--- src/rtl/hazard_response_pipe.sv ---
// -----------------------------------------------------------------------------
// hazard_response_pipe
//   Pipeline-register side of the hazard interface for the 5-stage MIPS core.
//   Holds the fetch PC, the IF/ID register and the ID/EX register, and obeys
//   the hazard unit's StallF/StallD/FlushE plus the branch-taken clear (PCSrcD).
//   Also counts stall and bubble cycles, and raises a sticky StallTimeout when
//   StallD stays high for more than MAX_STALL consecutive cycles.
//
// Ports
//   clk, reset                   rising-edge clock, synchronous active-high reset
//   StallF / StallD / FlushE     hold PC / hold IF/ID / bubble into ID/EX
//   PCSrcD                       branch/jump taken in D: clear IF/ID (unless stalled)
//   PCNextF, InstrF, PCPlus4F    fetch-stage inputs
//   CtrlD, RD1D, RD2D, SignImmD,
//   RsD, RtD, RdD                decode-stage inputs captured into ID/EX
//   PCF                          current fetch PC
//   InstrD, PCPlus4D, ValidD     IF/ID contents
//   CtrlE, RD1E, RD2E, SignImmE,
//   RsE, RtE, RdE, ValidE        ID/EX contents
//   StallCount, BubbleCount      saturating event counters
//   StallTimeout                 sticky lockup flag, cleared only by reset
// -----------------------------------------------------------------------------
module hazard_response_pipe #(
  parameter logic [31:0] PC_RESET  = 32'h0000_0000,
  parameter int          CTRL_W    = 10,
  parameter int          MAX_STALL = 3
) (
  input  logic              clk,
  input  logic              reset,
  input  logic              StallF,
  input  logic              StallD,
  input  logic              FlushE,
  input  logic              PCSrcD,
  input  logic [31:0]       PCNextF,
  input  logic [31:0]       InstrF,
  input  logic [31:0]       PCPlus4F,
  input  logic [CTRL_W-1:0] CtrlD,
  input  logic [31:0]       RD1D,
  input  logic [31:0]       RD2D,
  input  logic [31:0]       SignImmD,
  input  logic [4:0]        RsD,
  input  logic [4:0]        RtD,
  input  logic [4:0]        RdD,
  output logic [31:0]       PCF,
  output logic [31:0]       InstrD,
  output logic [31:0]       PCPlus4D,
  output logic              ValidD,
  output logic [CTRL_W-1:0] CtrlE,
  output logic [31:0]       RD1E,
  output logic [31:0]       RD2E,
  output logic [31:0]       SignImmE,
  output logic [4:0]        RsE,
  output logic [4:0]        RtE,
  output logic [4:0]        RdE,
  output logic              ValidE,
  output logic [15:0]       StallCount,
  output logic [15:0]       BubbleCount,
  output logic              StallTimeout
);

  // Run-length counter must be able to represent MAX_STALL+1 so it can
  // saturate just past the limit.
  localparam int RUN_W = $clog2(MAX_STALL + 2);
  localparam logic [RUN_W-1:0] RUN_MAX = RUN_W'(MAX_STALL);
  localparam logic [RUN_W-1:0] RUN_SAT = RUN_W'(MAX_STALL + 1);

  typedef enum logic [1:0] {
    RUN     = 2'd0,
    STALLED = 2'd1,
    LOCKED  = 2'd2
  } wdState_t;

  wdState_t         stateReg, stateNext;
  logic [RUN_W-1:0] runLenReg;

  // PC register
  always_ff @(posedge clk) begin
    if (reset)        PCF <= PC_RESET;
    else if (!StallF) PCF <= PCNextF;
  end

  // IF/ID register: a stall wins over the branch clear, so a held
  // instruction is never lost while decode is frozen.
  always_ff @(posedge clk) begin
    if (reset) begin
      InstrD   <= '0;
      PCPlus4D <= '0;
      ValidD   <= 1'b0;
    end else if (!StallD) begin
      if (PCSrcD) begin
        InstrD   <= '0;
        PCPlus4D <= '0;
        ValidD   <= 1'b0;
      end else begin
        InstrD   <= InstrF;
        PCPlus4D <= PCPlus4F;
        ValidD   <= 1'b1;
      end
    end
  end

  // ID/EX register: never holds. A bubble zeroes the whole control bundle,
  // so RegWrite/MemWrite cannot fire for the flushed slot.
  always_ff @(posedge clk) begin
    if (reset || FlushE) begin
      CtrlE    <= '0;
      RD1E     <= '0;
      RD2E     <= '0;
      SignImmE <= '0;
      RsE      <= '0;
      RtE      <= '0;
      RdE      <= '0;
      ValidE   <= 1'b0;
    end else begin
      CtrlE    <= CtrlD;
      RD1E     <= RD1D;
      RD2E     <= RD2D;
      SignImmE <= SignImmD;
      RsE      <= RsD;
      RtE      <= RtD;
      RdE      <= RdD;
      ValidE   <= ValidD;
    end
  end

  // Saturating statistics counters: index 0 counts StallD, index 1 FlushE.
  logic [1:0] statEvent;
  assign statEvent = {FlushE, StallD};

  generate
    for (genvar gi = 0; gi < 2; gi++) begin : gStat
      logic [15:0] cntReg;
      always_ff @(posedge clk) begin
        if (reset)
          cntReg <= '0;
        else if (statEvent[gi] && (cntReg != 16'hFFFF))
          cntReg <= cntReg + 16'd1;
      end
    end
  endgenerate

  assign StallCount  = gStat[0].cntReg;
  assign BubbleCount = gStat[1].cntReg;

  // Consecutive-stall run length
  always_ff @(posedge clk) begin
    if (reset || !StallD)       runLenReg <= '0;
    else if (runLenReg != RUN_SAT) runLenReg <= runLenReg + RUN_W'(1);
  end

  // Watchdog FSM. A stalled edge that would push the run past MAX_STALL
  // (run already at MAX_STALL) locks the watchdog until reset.
  always_ff @(posedge clk) begin
    if (reset) stateReg <= RUN;
    else       stateReg <= stateNext;
  end

  always_comb begin
    stateNext = stateReg;
    case (stateReg)
      RUN: begin
        if (StallD) stateNext = (runLenReg >= RUN_MAX) ? LOCKED : STALLED;
      end
      STALLED: begin
        if (!StallD)                   stateNext = RUN;
        else if (runLenReg >= RUN_MAX) stateNext = LOCKED;
      end
      LOCKED:  stateNext = LOCKED;
      default: stateNext = RUN;
    endcase
  end

  assign StallTimeout = (stateReg == LOCKED);

endmodule

--- config.mk ---
export PLATFORM = sky130hd
export DESIGN_NAME = hazard_response_pipe
export DESIGN_NICKNAME = d
export VERILOG_FILES = /design/src/rtl/hazard_response_pipe.sv
export SDC_FILE = /design/constraint.sdc
export NUM_CORES = 1
export LEC_CHECK = 0
export CAP_MARGIN = 5
export CORE_ASPECT_RATIO = 0.8
export CORE_MARGIN = 10
export CORE_UTILIZATION = 25
export CTS_BUF_LIST = sky130_fd_sc_hd__clkbuf_16
export DETAILED_ROUTE_END_ITERATION = 16
export MAX_ROUTING_LAYER = met4
export SYNTH_ARGS = -nofsm -noshare
export SYNTH_HDL_FRONTEND = slang
export SYNTH_SLANG_ARGS = --single-unit
--- constraint.sdc ---
create_clock -name clk -period 1.6 [get_ports clk]
set_input_delay 0.4 -clock clk [delete_from_list [all_inputs] [get_ports clk]]
set_output_delay 0.4 -clock clk [all_outputs]
set_load 0.03 [all_outputs]
==> impl_metrics.toml, run 1 <==
[synthesis]
ys_ff_latch = 256
yosys_warnings = 0
netlist_area_um2 = 8144
synth_cells = 716
synth_async_sr_flop_share_pct = 0
yosysSeqAreaShare_pct = 62.93
synth_nets = 944
avgSynthCellArea_um2 = 11.37
synth.distinct_cells = 45
synth_edf_count = 0
ys.flop_type = "dfxtp_1"

[cells_and_area]
final_util_pct = 43.84
layout_commonest_cell = "dfxtp_1"
final_nets = 1468
area_growth_pct = 74.07
nFillCells = 3134
drive_gt1_share_pct = 32.46
final_cell_mix = "223 x dfxtp_1, 220 x clkdlybuf4s50_1, 183 x buf_2"

[sta]
rsz0062_at_grt = "yes"
setup_ws_ns = -0.01941
maxSlewViolCount = 0
period_share_pct = 101.2
tightest_slew_ns = 0.3132
finalSetupViolations = 2
final.setup_skew_ns = 0.01472
period_needed_ns = 1.619
maxSlewHeadroom_pct = 78.90
fmax_mhz = 617.5
final-hold-violation-count = 0

[critical_path]
crit_start = "StallCount[5]$_SDFFE_PP0P_"
cp.arrival_ns = 2.10
r2r_cells = 4
r2r_slack_ns = -0.02
r2r-start = "StallCount[5]$_SDFFE_PP0P_"
crit_fanout = 8
reg2reg_to = "StallCount[15]$_SDFFE_PP0P_"
required_ns = 2.08
cp-end-kind = "flop"
critical_path_class = "flop to flop"
crit_path_start_kind = "flop"
crit_end = "StallCount[15]$_SDFFE_PP0P_"

[route]
drt-total-wl_um = 32660
first_iter_violations = 359
wl_per_cell_um = 19.34
antenna_left = 0
avgViaCountPerCell = 4.237
vias = 7156
first_pass_iters = 4
route.detailed.drc = 0

[global_route]
grt_pass1_vias = 7230
grt-ovfl-total = 0
track_usage_pct = 15.79
grt_pass1_wl_um = 47710
grt_start_max_net_pins = 58
antenna_found_initial = 1

[placement]
dp_slack_ns = -0.4679
hpwlAfterDp_um = 26240
gp_congestion = 0.7851
portBuffers = 474

[cts]
cts_tree = "built"
hold_buffers = 0
htreeDepth = 1
clk_latency_ns = 0.56
cts_buffer_depth = 3
clk_pin_slew_ns = 0.06
root_buffer = "clkbuf_16"
numCtsBuffers = 27
cts_sinks = 256

[die]
io-pin-count = 475
start_util_pct = 25.19
die_area_um2 = 40240
die_h_um = 181.4
rows = 59
core_um2 = 32330
die_w_um = 221.8

[power]
power_density_nw_per_um2 = 1050
power_leakage_nw = 6.285
ir_drop_v = 0.0007336
finalPower_mw = 14.89

[job]
maxCapViolations = 0

[outcome]
violations = "setup timing"
status = "complete, but fails checks"

[hold_path]
hold_class = "input port to flop"
[final cells by class]
cell class	instances	area, um2	share of cell area, %
Sequential cell	256	5201	36.69
Timing Repair Buffer	536	4579	32.30
Antenna cell	2	5.005	0.03530
Tap cell	427	534.3	3.769
Clock buffer	29	725.7	5.119
Inverter	8	30.03	0.2118
Multi-Input combinational cell	411	2953	20.83
Clock inverter	20	147.6	1.041
[worst min path at each step]
stage,cells past startpoint,startpoint,slack [ns],endpoint
4_1_cts,4,StallF,0.34,PCF[15]$_SDFFE_PP0N_
6_report,4,StallF,0.37,PCF[9]$_SDFFE_PP0N_
3_5_place_dp,1,stateReg[1]$_SDFFE_PP0P_,0.43,stateReg[0]$_SDFFE_PP0P_
3_3_place_gp,1,stateReg[1]$_SDFFE_PP0P_,0.41,stateReg[0]$_SDFFE_PP0P_
5_1_grt,2,RtD[3],0.37,RtE[3]$_SDFF_PP0_
2_1_floorplan,1,stateReg[1]$_SDFFE_PP0P_,0.40,stateReg[0]$_SDFFE_PP0P_
[power breakdown]
| group | internal, mW | total [mW] | switching (mW) |
|---|---|---|---|
| registers | 6.61 | 6.72 | 0.107 |
| logic | 0.980 | 1.96 | 0.977 |
| clock network | 3.58 | 6.21 | 2.63 |
[state kept, by name, indices dropped and copies added (netlist names), 2 cells and up]
name and flops:
PCF 32, stateReg 2, BubbleCount 16, RtE 5, SignImmE 32, PCPlus4D 32, RD2E 32, InstrD 32
CtrlE 10, RdE 5, runLenReg 3, StallCount 16, RD1E 32, RsE 5
[stage by stage]
step / TNS, ns / hold slack, ns / cells / area, um2
5_1_grt: -0.4887 / 0.3728 / 1688 / 14170
2_1_floorplan: 0 / 0.4013 / 716 / 8272
6_report: -0.03711 / 0.3651 / 1689 / 14180
4_1_cts: -0.03563 / 0.3409 / 1684 / 14320
3_3_place_gp: -52.18 / 0.4097 / 1629 / 14050
3_5_place_dp: -50.33 / 0.4268 / 1629 / 14050
[synth_stat cells (7+ instances only)]
library cell | number | area share [%]
a21oi_1 | 22 | 1.4
nor2_1 | 49 | 2.3
nand2_1 | 14 | 0.65
clkbuf_1 | 34 | 1.6
dfxtp_1 | 256 | 63
inv_1 | 8 | 0.37
o31ai_1 | 10 | 0.92
nand3_1 | 7 | 0.43
or4_1 | 11 | 1.0
nand4_1 | 7 | 0.54
mux2i_1 | 37 | 4.5
and2_1 | 122 | 9.4
a22o_1 | 64 | 6.9
[critical path: stages, from the launching register on]
cell and delay [ns]:
dfxtp_4 0.36, nand4_4 0.18, or3_4 0.47, or4_1 0.40, a21oi_1 0.15
[logic make-up (layout without fill, tap and decap cells)]
kind of cell             Yosys count  in the layout  synth area share (%)
other                              0              2                     0
AO/OA/AOI/OAI                    118            118                 11.23
AND/OR/NAND/NOR                  246            246                 17.61
multiplexers                      39             39                 4.824
flip-flops                       256            256                 62.93
buffers and inverters             49            593                 2.320
XOR/XNOR                           3              3                0.3227
adder cells (fa/ha/maj)            5              5                0.7682
[layer usage]
metal	vias up	track usage, %	wire length (um)	share of wire, %
met3	34	6.581	3261	10
li1	3536	-	-	-
met1	3334	17.10	12390	38
met2	252	27.03	16550	51
met5	-	-	0	0
met4	0	2.554	463	1.4
[timing repair]
action | CTS | global route
buffers inserted | 6 | 3
setup endpoints to repair | 220 | 67
pin swaps | 2 | 5
resized for setup | 964 | 84
Power figures use the tool's default switching activity.
==> run 2: changes to the inputs <==
--- a/config.mk
+++ b/config.mk
@@ -11,6 +11,7 @@
 export CORE_UTILIZATION = 25
 export CTS_BUF_LIST = sky130_fd_sc_hd__clkbuf_16
 export DETAILED_ROUTE_END_ITERATION = 16
+export HOLD_SLACK_MARGIN = 0.02
 export MAX_ROUTING_LAYER = met4
 export SYNTH_ARGS = -nofsm -noshare
 export SYNTH_HDL_FRONTEND = slang
==> constraint.sdc (replaced) <==
create_clock -name clk -period 1.3 [get_ports clk]
set_input_delay 0.325 -clock clk [delete_from_list [all_inputs] [get_ports clk]]
set_output_delay 0.325 -clock clk [all_outputs]
set_load 0.03 [all_outputs]
==> run 2 against run 1 <==
The flow still finishes with violations (setup timing). Combinational power is 43% higher. Routed wire length grew 5.2%. Total power up 29%. Sequential share of layout area down 4.0 points. Critical path type unchanged. Critical endpoint unchanged. Largest power group unchanged.
==> impl_metrics.toml, run 2 (synthesis gave the netlist of run 1 again) <==
[outcome]
status = "complete, but fails checks"
violations = "setup timing"

[route]
vias = 7608
wl_per_cell_um = 19.34
antenna_left = 0
avgViaCountPerCell = 4.281
first_pass_iters = 4
drt-total-wl_um = 34380
route.detailed.drc = 0
first_iter_violations = 227

[cts]
clk_pin_slew_ns = 0.06
clk_latency_ns = 0.57
cts_tree = "built"
cts_buffer_depth = 3
htreeDepth = 1
numCtsBuffers = 28
root_buffer = "clkbuf_16"
cts_sinks = 256

[hold_path]
min_path_cells = 3
hold_start = "reset"
hold_class = "input port to flop"
hold_path_end = "stateReg[1]$_SDFFE_PP0P_"

[sta]
finalSetupViolations = 335
final.setup_skew_ns = 0.02423
tightest_slew_ns = 0.4361
maxSlewHeadroom_pct = 70.55
fmax_mhz = 644.1
rsz0062_at_grt = "yes"
whs_ns = 0.1228
final-hold-violation-count = 0
final.setup.tns_ns = -22.03
period_needed_ns = 1.552
period_share_pct = 119.4
maxSlewViolCount = 0
setup_ws_ns = -0.2524

[die]
core_um2 = 32330
start_util_pct = 25.19
rows = 59
die_area_um2 = 40240
die_w_um = 221.8
die_h_um = 181.4
io-pin-count = 475

[power]
switching_share_pct = 25.11
combPwrFrac_pct = 14.6
power_density_nw_per_um2 = 1139
power_frac_seq_pct = 43.6
power_leakage_nw = 7.237
ir_drop_v = 0.0008564
finalPower_mw = 19.20
cell_internal_pwr_mw = 14.38
clockPowerShare_pct = 41.7
p_switching_mw = 4.820

[critical_path]
crit_fanout = 5
critPathSlowestCell = "or4_1"
required_ns = 1.78
cp_num_buf_inv = 0
r2r-start = "StallCount[5]$_SDFFE_PP0P_"
cp.arrival_ns = 2.04
critical_path_class = "flop to flop"
cp-end-kind = "flop"
r2r_slack_ns = -0.25
max_stage_delay_ns = 0.43
r2r_cells = 4
crit_path_start_kind = "flop"
reg2reg_to = "StallCount[15]$_SDFFE_PP0P_"
crit_path_cell_trace = "nand4_4 > or3_4 > or4_1 > a21oi_2"
critPathTopFamily = "simple AND/OR/NAND/NOR gates"

[cells_and_area]
final_util_pct = 52.14
final_cell_mix = "272 x buf_6, 226 x dfxtp_2, 220 x clkdlybuf4s50_1"
final_nets = 1553
drive_gt1_share_pct = 56.02
layout_commonest_cell = "buf_6"
area_growth_pct = 107.0

[global_route]
grt_pass1_vias = 8162
grt-ovfl-total = 0
grt_pass1_wl_um = 50610
grt_start_max_net_pins = 45
track_usage_pct = 16.50
antenna_found_initial = 4

[job]
maxCapViolations = 0

[placement]
hpwlAfterDp_um = 26040
dp_slack_ns = -0.6447
gp_congestion = 0.7760
portBuffers = 474
run 2: worst max-delay path by stage:
stage	to	startpoint	cells after the start	slack [ns]
2_1_floorplan	StallCount[13]$_SDFFE_PP0P_	StallCount[3]$_SDFFE_PP0P_	4	-0.26
3_5_place_dp	StallCount[14]$_SDFFE_PP0P_	StallD	6	-0.64
4_1_cts	StallCount[15]	StallCount[15]$_SDFFE_PP0P_	3	-0.28
3_3_place_gp	StallCount[7]$_SDFFE_PP0P_	StallD	5	-0.65
6_report	StallCount[15]$_SDFFE_PP0P_	StallCount[5]$_SDFFE_PP0P_	4	-0.25
5_1_grt	StallCount[13]$_SDFFE_PP0P_	StallCount[5]$_SDFFE_PP0P_	4	-0.31
run 2: layer usage:
metal	wire length (um)	track usage, %	share of wire [%]	vias to the layer above
met4	964	5.243	2.8	0
met3	2769	6.067	8.1	61
met5	0	-	0	-
met2	17730	28.53	52	263
met1	12920	17.23	38	3569
li1	-	-	-	3715
run 2: worst register-to-register path, delay by kind of cell (launching register included):
kind | cells | cell delay (ns)
AOI/OAI and AO/OA | 1 | 0.13
and+or+nand+nor | 3 | 0.99
DFF | 1 | 0.36
run 2: layout make-up:
type                       instances  area, um2
fill                            2774      15470
timing repair buffer             620       6659
sequential                       256       5509
multi-input combinational        411       3191
clock buffer                      29      725.7
tap                              427      534.3
clock inverter                    22      201.4
inverter                           8      30.03
antenna                            4      10.01
run 2: repair_timing:
| item | 4_1_cts | 5_1_grt |
|---|---|---|
| setup buffers | 46 | 14 |
| pin swaps | 33 | 19 |
| hold buffers | 0 | 0 |
| setup endpoints to repair | 284 | 348 |
| hold endpoints to repair | 0 | 0 |
| gates resized for setup | 524 | 33 |
run 2: per-stage QoR:
stage / std cells / area (um2)
after global placement: 1663 / 13910
after floorplan: 716 / 8342
final: 1777 / 16860
after CTS: 1759 / 16610
after global routing: 1776 / 16860
after detailed placement: 1663 / 13910
run 2: power groups by stage:
stage	Sequential (mW)	Combinational (mW)	Clock, mW
floorplan	9.03	0.443	0
global placement	8.44	2.58	0
detailed placement	8.45	2.59	0
CTS	8.38	2.82	8.22
global route	8.41	2.95	8.60
finish	8.38	2.80	8.01
==> run 3: changes to the inputs <==
--- a/config.mk
+++ b/config.mk
@@ -5,7 +5,7 @@
 export SDC_FILE = /design/constraint.sdc
 export NUM_CORES = 1
 export LEC_CHECK = 0
-export CAP_MARGIN = 5
+export CAP_MARGIN = 30
 export CORE_ASPECT_RATIO = 0.8
 export CORE_MARGIN = 10
 export CORE_UTILIZATION = 25
==> results of run 3 <==
Same layout as run 2: the final DEF is identical, and so are final timing and power.
